--- src/rtl/vending_fsm_param.sv ---
// Two-coin vending controller: accumulates credit, dispenses at PRICE, pays change/refunds in CHANGE_UNIT pulses.
// Optional build macro VEND_SALES_COUNT_EN adds a 16-bit wrapping sales counter output.
module vending_fsm_param #(
  parameter int PRICE       = 15,
  parameter int COIN_LO     = 5,
  parameter int COIN_HI     = 10,
  parameter int CHANGE_UNIT = 5,
  parameter int COIN_W      = 5,
  parameter int CREDIT_W    = 6
) (
  input  logic                clk,
  input  logic                rst,
  input  logic                coin_valid,
  input  logic [COIN_W-1:0]   coin,
  input  logic                cancel,
  output logic                dispense,
  output logic                change,
  output logic [CREDIT_W-1:0] change_amt,
  output logic [CREDIT_W-1:0] credit,
  output logic                busy,
  output logic                reject
`ifdef VEND_SALES_COUNT_EN
  , output logic [15:0]       sales_cnt
`endif
);

  typedef enum logic [2:0] {IDLE, COLLECT, VEND, PAYOUT, REFUND} state_t;

  localparam logic [CREDIT_W-1:0] PRICE_C = CREDIT_W'(PRICE);
  localparam logic [CREDIT_W-1:0] UNIT_C  = CREDIT_W'(CHANGE_UNIT);
  localparam logic [COIN_W-1:0]   LO_C    = COIN_W'(COIN_LO);
  localparam logic [COIN_W-1:0]   HI_C    = COIN_W'(COIN_HI);

  state_t              state_q, state_d;
  logic [CREDIT_W-1:0] credit_d, change_amt_d;
  logic [CREDIT_W-1:0] sum, vend_rem, unit_rem;
  logic                coin_ok, reject_d, dispense_d, change_d, busy_d;

  assign coin_ok  = coin_valid && ((coin == LO_C) || (coin == HI_C));
  assign sum      = credit + CREDIT_W'(coin);
  assign vend_rem = credit - PRICE_C;
  assign unit_rem = credit - UNIT_C;

  always_ff @(posedge clk) begin
    if (!rst) state_q <= IDLE;
    else      state_q <= state_d;
  end

  // Next state plus next credit/change_amt/reject; any presented coin is rejected unless credited below.
  always_comb begin
    state_d      = state_q;
    credit_d     = credit;
    change_amt_d = change_amt;
    reject_d     = coin_valid;
    case (state_q)
      IDLE, COLLECT: begin
        if (state_q == COLLECT && cancel) begin
          state_d      = REFUND;
          change_amt_d = credit;
        end else if (coin_ok) begin
          reject_d = 1'b0;
          credit_d = sum;
          if (sum >= PRICE_C) begin
            state_d      = VEND;
            change_amt_d = sum - PRICE_C;
          end else begin
            state_d = COLLECT;
          end
        end
      end
      VEND: begin
        credit_d     = vend_rem;
        change_amt_d = vend_rem;
        state_d      = (vend_rem == '0) ? IDLE : PAYOUT;
      end
      PAYOUT, REFUND: begin
        credit_d = unit_rem;
        if (unit_rem == '0) state_d = IDLE;
      end
      default: state_d = IDLE;
    endcase
  end

  // Outputs are decoded from the next state so they are registered alongside it.
  always_comb begin
    dispense_d = (state_d == VEND);
    change_d   = (state_d == PAYOUT) || (state_d == REFUND);
    busy_d     = (state_d == VEND) || (state_d == PAYOUT) || (state_d == REFUND);
  end

  always_ff @(posedge clk) begin
    if (!rst) begin
      dispense   <= 1'b0;
      change     <= 1'b0;
      busy       <= 1'b0;
      reject     <= 1'b0;
      credit     <= '0;
      change_amt <= '0;
    end else begin
      dispense   <= dispense_d;
      change     <= change_d;
      busy       <= busy_d;
      reject     <= reject_d;
      credit     <= credit_d;
      change_amt <= change_amt_d;
    end
  end

`ifdef VEND_SALES_COUNT_EN
  always_ff @(posedge clk) begin
    if (!rst)                 sales_cnt <= '0;
    else if (state_q == VEND) sales_cnt <= sales_cnt + 16'd1;
  end
`endif

endmodule

--- config.mk ---
export PLATFORM = sky130hd
export DESIGN_NAME = vending_fsm_param
export DESIGN_NICKNAME = d
export VERILOG_FILES = /design/src/rtl/vending_fsm_param.sv
export SDC_FILE = /design/constraint.sdc
export NUM_CORES = 1
export LEC_CHECK = 0
export CORE_MARGIN = 10
export CORE_UTILIZATION = 68
export DETAILED_ROUTE_END_ITERATION = 6
export DONT_BUFFER_PORTS = 1
export PLACE_DENSITY = 0.95
export SYNTH_ARGS = -nofsm -noshare
export SYNTH_HDL_FRONTEND = slang
export SYNTH_SLANG_ARGS = --single-unit
export TNS_END_PERCENT = 1
--- constraint.sdc ---
create_clock -name clk -period 5.78 [get_ports clk]
set_input_delay 1.156 -clock clk [delete_from_list [all_inputs] [get_ports clk]]
set_output_delay 1.156 -clock clk [all_outputs]
set_load 0.05 [all_outputs]
==> results by group, run 1 <==
Status
  – Status: finished with violations
  – Violated checks: design-rule violations

Power and ir drop
  – Post-layout power: 0.328 mW
  – Clock network power share: 0.224
  – Worst VDD drop: 0.116 mV
  – Switching portion of total power: 0.393
  – Cell Pwr Density: 198 mW/mm^2
  – Internal power: 0.199 mW
  – Logic pwr share: 0.279
  – Psw: 0.129 mW
  – Leakage: 0.640 nW
  – Sequential fraction of design power: 0.497

Yosys
  – Simple-Gate Fraction of Synth Area: 0.219
  – Sequential area share after synthesis: 0.232
  – Mux cell area share after synthesis: 0.00610
  – Cells after Synth: 213
  – Asr flop ratio synth: 0
  – Largest family of logic cells by synthesized area: compound AO/OA/AOI/OAI gates
  – Post-synthesis sequential element count: 19
  – Adder-cell share of the synthesized area: 0.0809
  – Number of synthesized flops with an enable pin: 0
  – Syn Nets: 232
  – Ys flop type: dfxtp_1
  – Syn Area/Cell: 7.70 um^2
  – Compound-gate portion of the synthesized area: 0.347
  – YS warnings: 0
  – Post-synth cell types: 57
  – Mapped Area: 0.00164 mm^2
  – Synth Area in XOR/XNOR: 0.0481

Floorplanning
  – Initial Utilization: 0.728
  – Num ports: 25
  – Core area: 0.00225 mm^2
  – Die Ht: 69.1 um
  – Die ar.: 0.00478 mm^2
  – Width of the die: 69.1 um
  – # rows: 17

CTS
  – Reg clk slew, reported paths: 0.12 ns
  – Hold buffers post-CTS: 0
  – TritonCTS clock tree: done
  – Clock tree root driver cell: clkbuf_4
  – Post-cts gate resize count: 0
  – Clock sink total: 19
  – H-tree levels: 1
  – Worst-skew pair later-pin latency: 0.32 ns
  – Post-CTS setup buffers: 0
  – CTS Buffer Depth: 2
  – CTS Buf Count: 3

Placement
  – Port Buffer Count: 0
  – Routability cong.: 0.928
  – Placed inst area: 0.00163 mm^2
  – Hpwl dp: 3660 um

Timing
  – Final setup viols: 0
  – Crit path time final: 3.61 ns
  – Setup TNS: 0 ns
  – Slew @ Worst Pin: 0.947 ns
  – Final Hold Vio Count: 0
  – Pins Over Slew Limit: 0
  – Relative slew margins: 0.362
  – Fin Clk Skew: 0.0120 ns
  – Fmax: 277 MHz
  – Fin crit share: 0.624
  – RSZ-0062 raised after global routing: no

Final layout
  – Commonest cells after routing, fill and taps aside: 22 x a21oi_1, 20 x nand2_1, 19 x dfxtp_1
  – Share of cells above drive strength 1: 0.0825
  – Most common cell after layout, fill and taps aside: a21oi_1
  – Finished Core Util: 0.735
  – Filler instances: 185
  – Area occupied by multi-input gates: 0.00115 mm^2
  – Post-route cell area: 0.00166 mm^2
  – Diodes inserted: 0
  – Area Overhead vs Synth: 0.992%
  – Reg area: 380 um^2
  – Nets: 226

Critical path
  – Critical path peak fanout: 13
  – Required @ worst endpoint: 5.99 ns
  – Critical Setup Path Class: register to register
  – Worst Setup End Kind: register
  – Worst setup SP type: register
  – Arrival time at the worst endpoint: 3.81 ns

Job
  – MaxCap Viol Count: 0

GRT
  – Vias in the first global route: 1726
  – Initial antenna violation count: 0
  – Total global-route track usage: 0.197
  – Largest net degree at the start of global routing: 19
  – First-pass GRT wire length: 8160 um
  – GRT Residual Overflow: 0

Drt
  – Via Count: 1711
  – Via/cell ratio: 7.31
  – WL final: 4790 um
  – Routed Antenna Nets: 0
  – DRC viols: 1
  – DR iter-0 viols: 147
  – Drt wl/cell: 20.5 um
  – Drt first pass iters: 7

Min path
  – Hold Crit Class: register to register
[metal layers]
layer | GRT usage | up-vias | share of wire
li1 | - | 773 | -
met1 | 0.213 | 775 | 0.36
met2 | 0.325 | 128 | 0.49
met3 | 0.0542 | 35 | 0.10
met4 | 0.137 | 0 | 0.051
met5 | 0 | - | 0
[cells by family after synthesis]
| family | after synthesis |
|---|---|
| multiplexers | 1 |
| adder cells (fa/ha/maj) | 10 |
| AO/OA/AOI/OAI | 81 |
| AND/OR/NAND/NOR | 67 |
| flip-flops | 19 |
| buffers and inverters | 26 |
| XOR/XNOR | 9 |
[state kept, by name, indices dropped and copies added, names as in the netlist]
name	count
change	1
busy	1
credit	6
dispense	1
reject	1
change_amt	6
state_q	3
[layout make-up]
| type | instances | share of cell area |
|---|---|---|
| Tap cell | 28 | 0.0211 |
| Clock buffer | 3 | 0.0136 |
| Multi-Input combinational cell | 168 | 0.694 |
| Timing Repair Buffer | 2 | 0.00906 |
| Inverter | 13 | 0.0295 |
| Clock inverter | 1 | 0.00302 |
| Sequential cell | 19 | 0.230 |
[power by group through the flow]
stage | logic, mW | clock network (mW) | registers (mW)
finish | 0.0913 | 0.0733 | 0.163
global route | 0.101 | 0.0801 | 0.164
CTS | 0.0891 | 0.0728 | 0.163
detailed placement | 0.0883 | 0 | 0.166
global placement | 0.0857 | 0 | 0.165
floorplan | 0.0760 | 0 | 0.160
[worst max-delay path: stages (launching register included)]
cell and delay [ns]:
dfxtp_1 0.95, ha_1 0.33, fa_1 0.49, ha_1 0.26, nand2_1 0.08, nor3_2 0.07, o41ai_2 0.87, or2b_1 0.29
o311a_1 0.13
[path summary, 6_finish.rpt]
check | start | end | slack (ns) | cells after the start
setup / recovery | credit[0] | change_amt[5] | 2.17 | 8
hold / removal | change_amt[3] | change_amt[3] | 0.71 | 2
setup reg to reg | credit[0] | change_amt[5] | 2.17 | 8
hold reg to reg | change_amt[3] | change_amt[3] | 0.71 | 2
[stage by stage]
stage | instances | setup slack (ns) | hold slack (ns)
finish | 234 | 2.17 | 0.710
global route | 234 | 2.01 | 0.758
CTS | 234 | 2.22 | 0.717
detailed placement | 230 | 2.09 | 0.683
global placement | 230 | 2.21 | 0.636
floorplan | 213 | 2.62 | 0.606
[cells in the mapped netlist, drive strengths merged, types with 3 or more instances]
cell	number	share of area
a211o	5	0.027
a211oi	4	0.018
a21oi	23	0.072
a31oi	5	0.019
and3	4	0.018
and4bb	3	0.023
buf	3	0.014
clkbuf	10	0.023
dfxtp	19	0.23
ha	9	0.069
inv	12	0.027
nand2	20	0.046
nand3	6	0.018
nor2	15	0.034
nor2b	3	0.011
nor3	3	0.012
nor3b	3	0.014
o211ai	4	0.018
o21a	4	0.018
o21ai	16	0.049
xnor2	4	0.021
xor2	5	0.027
Note: power is estimated with default switching activity, not from simulation.
==> inputs of run 2 (changes only) <==
--- a/config.mk
+++ b/config.mk
@@ -6,10 +6,10 @@
 export NUM_CORES = 1
 export LEC_CHECK = 0
 export CORE_MARGIN = 10
-export CORE_UTILIZATION = 68
+export CORE_UTILIZATION = 57
 export DETAILED_ROUTE_END_ITERATION = 6
 export DONT_BUFFER_PORTS = 1
-export PLACE_DENSITY = 0.95
+export PLACE_DENSITY = 0.87
 export SYNTH_ARGS = -nofsm -noshare
 export SYNTH_HDL_FRONTEND = slang
 export SYNTH_SLANG_ARGS = --single-unit
==> constraint.sdc (replaced) <==
create_clock -name clk -period 3.1 [get_ports clk]
set_input_delay 0.62 -clock clk [delete_from_list [all_inputs] [get_ports clk]]
set_output_delay 0.62 -clock clk [all_outputs]
set_load 0.05 [all_outputs]
==> results by group, run 2 (synthesized netlist as in run 1, its figures left out) <==
Power and ir drop
  – Post-layout power: 0.616 mW (was 0.328 mW)
  – Worst VDD drop: 0.292 mV (was 0.116 mV)
  – Sequential fraction of design power: 0.457 (was 0.497)
  – Switching portion of total power: 0.386 (was 0.393)
  – Internal power: 0.378 mW (was 0.199 mW)
  – Leakage: 0.677 nW (was 0.640 nW)
  – Logic pwr share: 0.324 (was 0.279)
  – Psw: 0.238 mW (was 0.129 mW)
  – Cell Pwr Density: 358 mW/mm^2 (was 198 mW/mm^2)
  – Clock network power share: 0.219 (was 0.224)

Placement
  – Hpwl dp: 3420 um (was 3660 um)
  – Cells after DPL: 241 (was 230)
  – Routability cong.: 1.01 (was 0.928)
  – Port Buffer Count: 0 (unchanged)

Final layout
  – Finished Layout Cells: 245 (was 234)
  – Largest regs: change_amt (6), credit (6), state_q (3) (unchanged)
  – Nets: 234 (was 226)
  – Area Overhead vs Synth: 5.03% (was 0.992%)
  – Most common cell after layout, fill and taps aside: a21oi_1 (unchanged)
  – Diodes inserted: 0 (unchanged)
  – Share of cells above drive strength 1: 0.117 (was 0.0825)
  – Commonest cells after routing, fill and taps aside: 22 x a21oi_1, 20 x nand2_1, 19 x dfxtp_1 (unchanged)

Timing
  – RSZ-0062 raised after global routing: no (unchanged)
  – Final setup viols: 0 (unchanged)
  – Final Hold Vio Count: 0 (unchanged)
  – Setup TNS: 0 ns (unchanged)
  – Pins Over Slew Limit: 0 (unchanged)
  – Fmax: 395 MHz (was 277 MHz)
  – Crit path time final: 2.53 ns (was 3.61 ns)
  – Fin Clk Skew: 0.00747 ns (was 0.0120 ns)
  – Relative slew margins: 0.654 (was 0.362)
  – Fin crit share: 0.816 (was 0.624)
  – Slew @ Worst Pin: 0.519 ns (was 0.947 ns)

Critical path
  – CP max stage delay: 0.42 ns (was 0.95 ns)
  – Worst Setup End Kind: register (unchanged)
  – Critical Setup Path Class: register to register (unchanged)
  – Arrival time at the worst endpoint: 2.74 ns (was 3.81 ns)
  – Most common cell on crit path: xor2_1 (was ha_1)
  – Crit-path slowest cell: fa_1 (was dfxtp_1)
  – Required @ worst endpoint: 3.31 ns (was 5.99 ns)
  – Worst path top cell family by delay: compound AO/OA/AOI/OAI gates (was adder cells)
  – Buf/Inv on CP: 0 (unchanged)
  – Worst setup SP type: register (unchanged)
  – Worst path cell trace: ha_1, fa_1, xor2_1, nand3_1, o32ai_1, xor2_1, a21oi_1, o311a_1 (was ha_1, fa_1, ha_1, nand2_1, nor3_2, o41ai_2, or2b_1, o311a_1)
  – Critical path peak fanout: 4 (was 13)

Min path
  – Hold Crit Class: input pin to register (was register to register)

GRT
  – First-pass GRT wire length: 7340 um (was 8160 um)
  – GRT Residual Overflow: 0 (unchanged)
  – Total global-route track usage: 0.168 (was 0.197)
  – Initial antenna violation count: 0 (unchanged)
  – Vias in the first global route: 1524 (was 1726)
  – Largest net degree at the start of global routing: 18 (was 19)

Floorplanning
  – Width of the die: 73.6 um (was 69.1 um)
  – Initial Utilization: 0.595 (was 0.728)
  – Die Ht: 73.6 um (was 69.1 um)
  – Num ports: 25 (unchanged)
  – # rows: 19 (was 17)
  – Die ar.: 0.00542 mm^2 (was 0.00478 mm^2)
  – Core area: 0.00276 mm^2 (was 0.00225 mm^2)

Status
  – Status: finished clean (was finished with violations)

CTS
  – Clock tree root driver cell: clkbuf_4 (unchanged)
  – TritonCTS clock tree: done (unchanged)
  – CTS Buf Count: 3 (unchanged)
  – Reg clk slew, reported paths: 0.12 ns (about the same)
  – CTS Buffer Depth: 2 (unchanged)
  – Post-CTS setup buffers: 0 (unchanged)
  – Worst-skew pair later-pin latency: 0.31 ns (was 0.32 ns)
  – Post-cts gate resize count: 0 (unchanged)
  – H-tree levels: 1 (unchanged)
  – Clock sink total: 19 (unchanged)
  – Hold buffers post-CTS: 0 (unchanged)

Drt
  – Routed Antenna Nets: 0 (unchanged)
  – WL final: 4450 um (was 4790 um)
  – DR iter-0 viols: 186 (was 147)
  – Drt first pass iters: 5 (was 7)
  – Via Count: 1672 (was 1711)
  – Drt wl/cell: 18.1 um (was 20.5 um)
  – DRC viols: 0 (was 1)
  – Via/cell ratio: 6.82 (was 7.31)

Job
  – MaxCap Viol Count: 0 (unchanged)
run 2: cell types whose count changed in the layout (fill, tap and decap cells not counted):
cell,delta
clkinvlp_4,+1
buf_4,+8
clkinv_2,-1
run 2: power by group through the flow:
stage               sequential [mW]  combinational, mW  clock (mW)
floorplan                     0.298              0.142           0
global placement              0.287              0.191           0
detailed placement            0.288              0.194           0
CTS                           0.282              0.195       0.138
global route                  0.283              0.218       0.147
finish                        0.282              0.199       0.135
run 2: final timing paths:
kind	from	to	slack, ns	depth (start not counted)
worst min register to register	credit[5]	credit[5]	0.67	2
worst min-delay path	rst	change_amt[5]	0.42	1
worst max register to register	credit[0]	change_amt[5]	0.57	8
worst max-delay path	credit[0]	change_amt[5]	0.57	8
run 2: cell type report:
type | count | area (um^2)
Tap cell | 31 | 38.8
Fill cell | 245 | 1030
Clock inverter | 1 | 7.51
Clock buffer | 3 | 22.5
Multi-Input combinational cell | 168 | 1150
Timing Repair Buffer | 10 | 75.1
Sequential cell | 19 | 380
Inverter | 13 | 48.8
run 2: worst register-to-register path, delay by kind of cell, from the launching register on:
family          cells  cell delay (ns)
xor+xnor            2             0.56
compound gates      3             0.72
simple gates        1             0.18
flops               1             0.34
fa+ha+maj           2             0.63
run 2: metrics by stage:
step	hold slack [ns]	setup WS, ns	area, um^2	util
6_report	0.423	0.571	1720	0.625
4_1_cts	0.419	0.583	1720	0.625
3_3_place_gp	0.637	0.311	1690	0.614
5_1_grt	0.421	0.431	1720	0.625
2_1_floorplan	0.606	0.444	1640	-
3_5_place_dp	0.645	0.311	1690	0.614
run 2: per-layer routing:
layer / track usage / part of all wire / wire length, um / vias up
met5: 0 / 0 / 0 / -
met3: 0.0377 / 0.10 / 444 / 15
met4: 0.0725 / 0.023 / 102 / 0
li1: - / - / - / 793
met1: 0.207 / 0.39 / 1750 / 789
met2: 0.271 / 0.48 / 2150 / 75
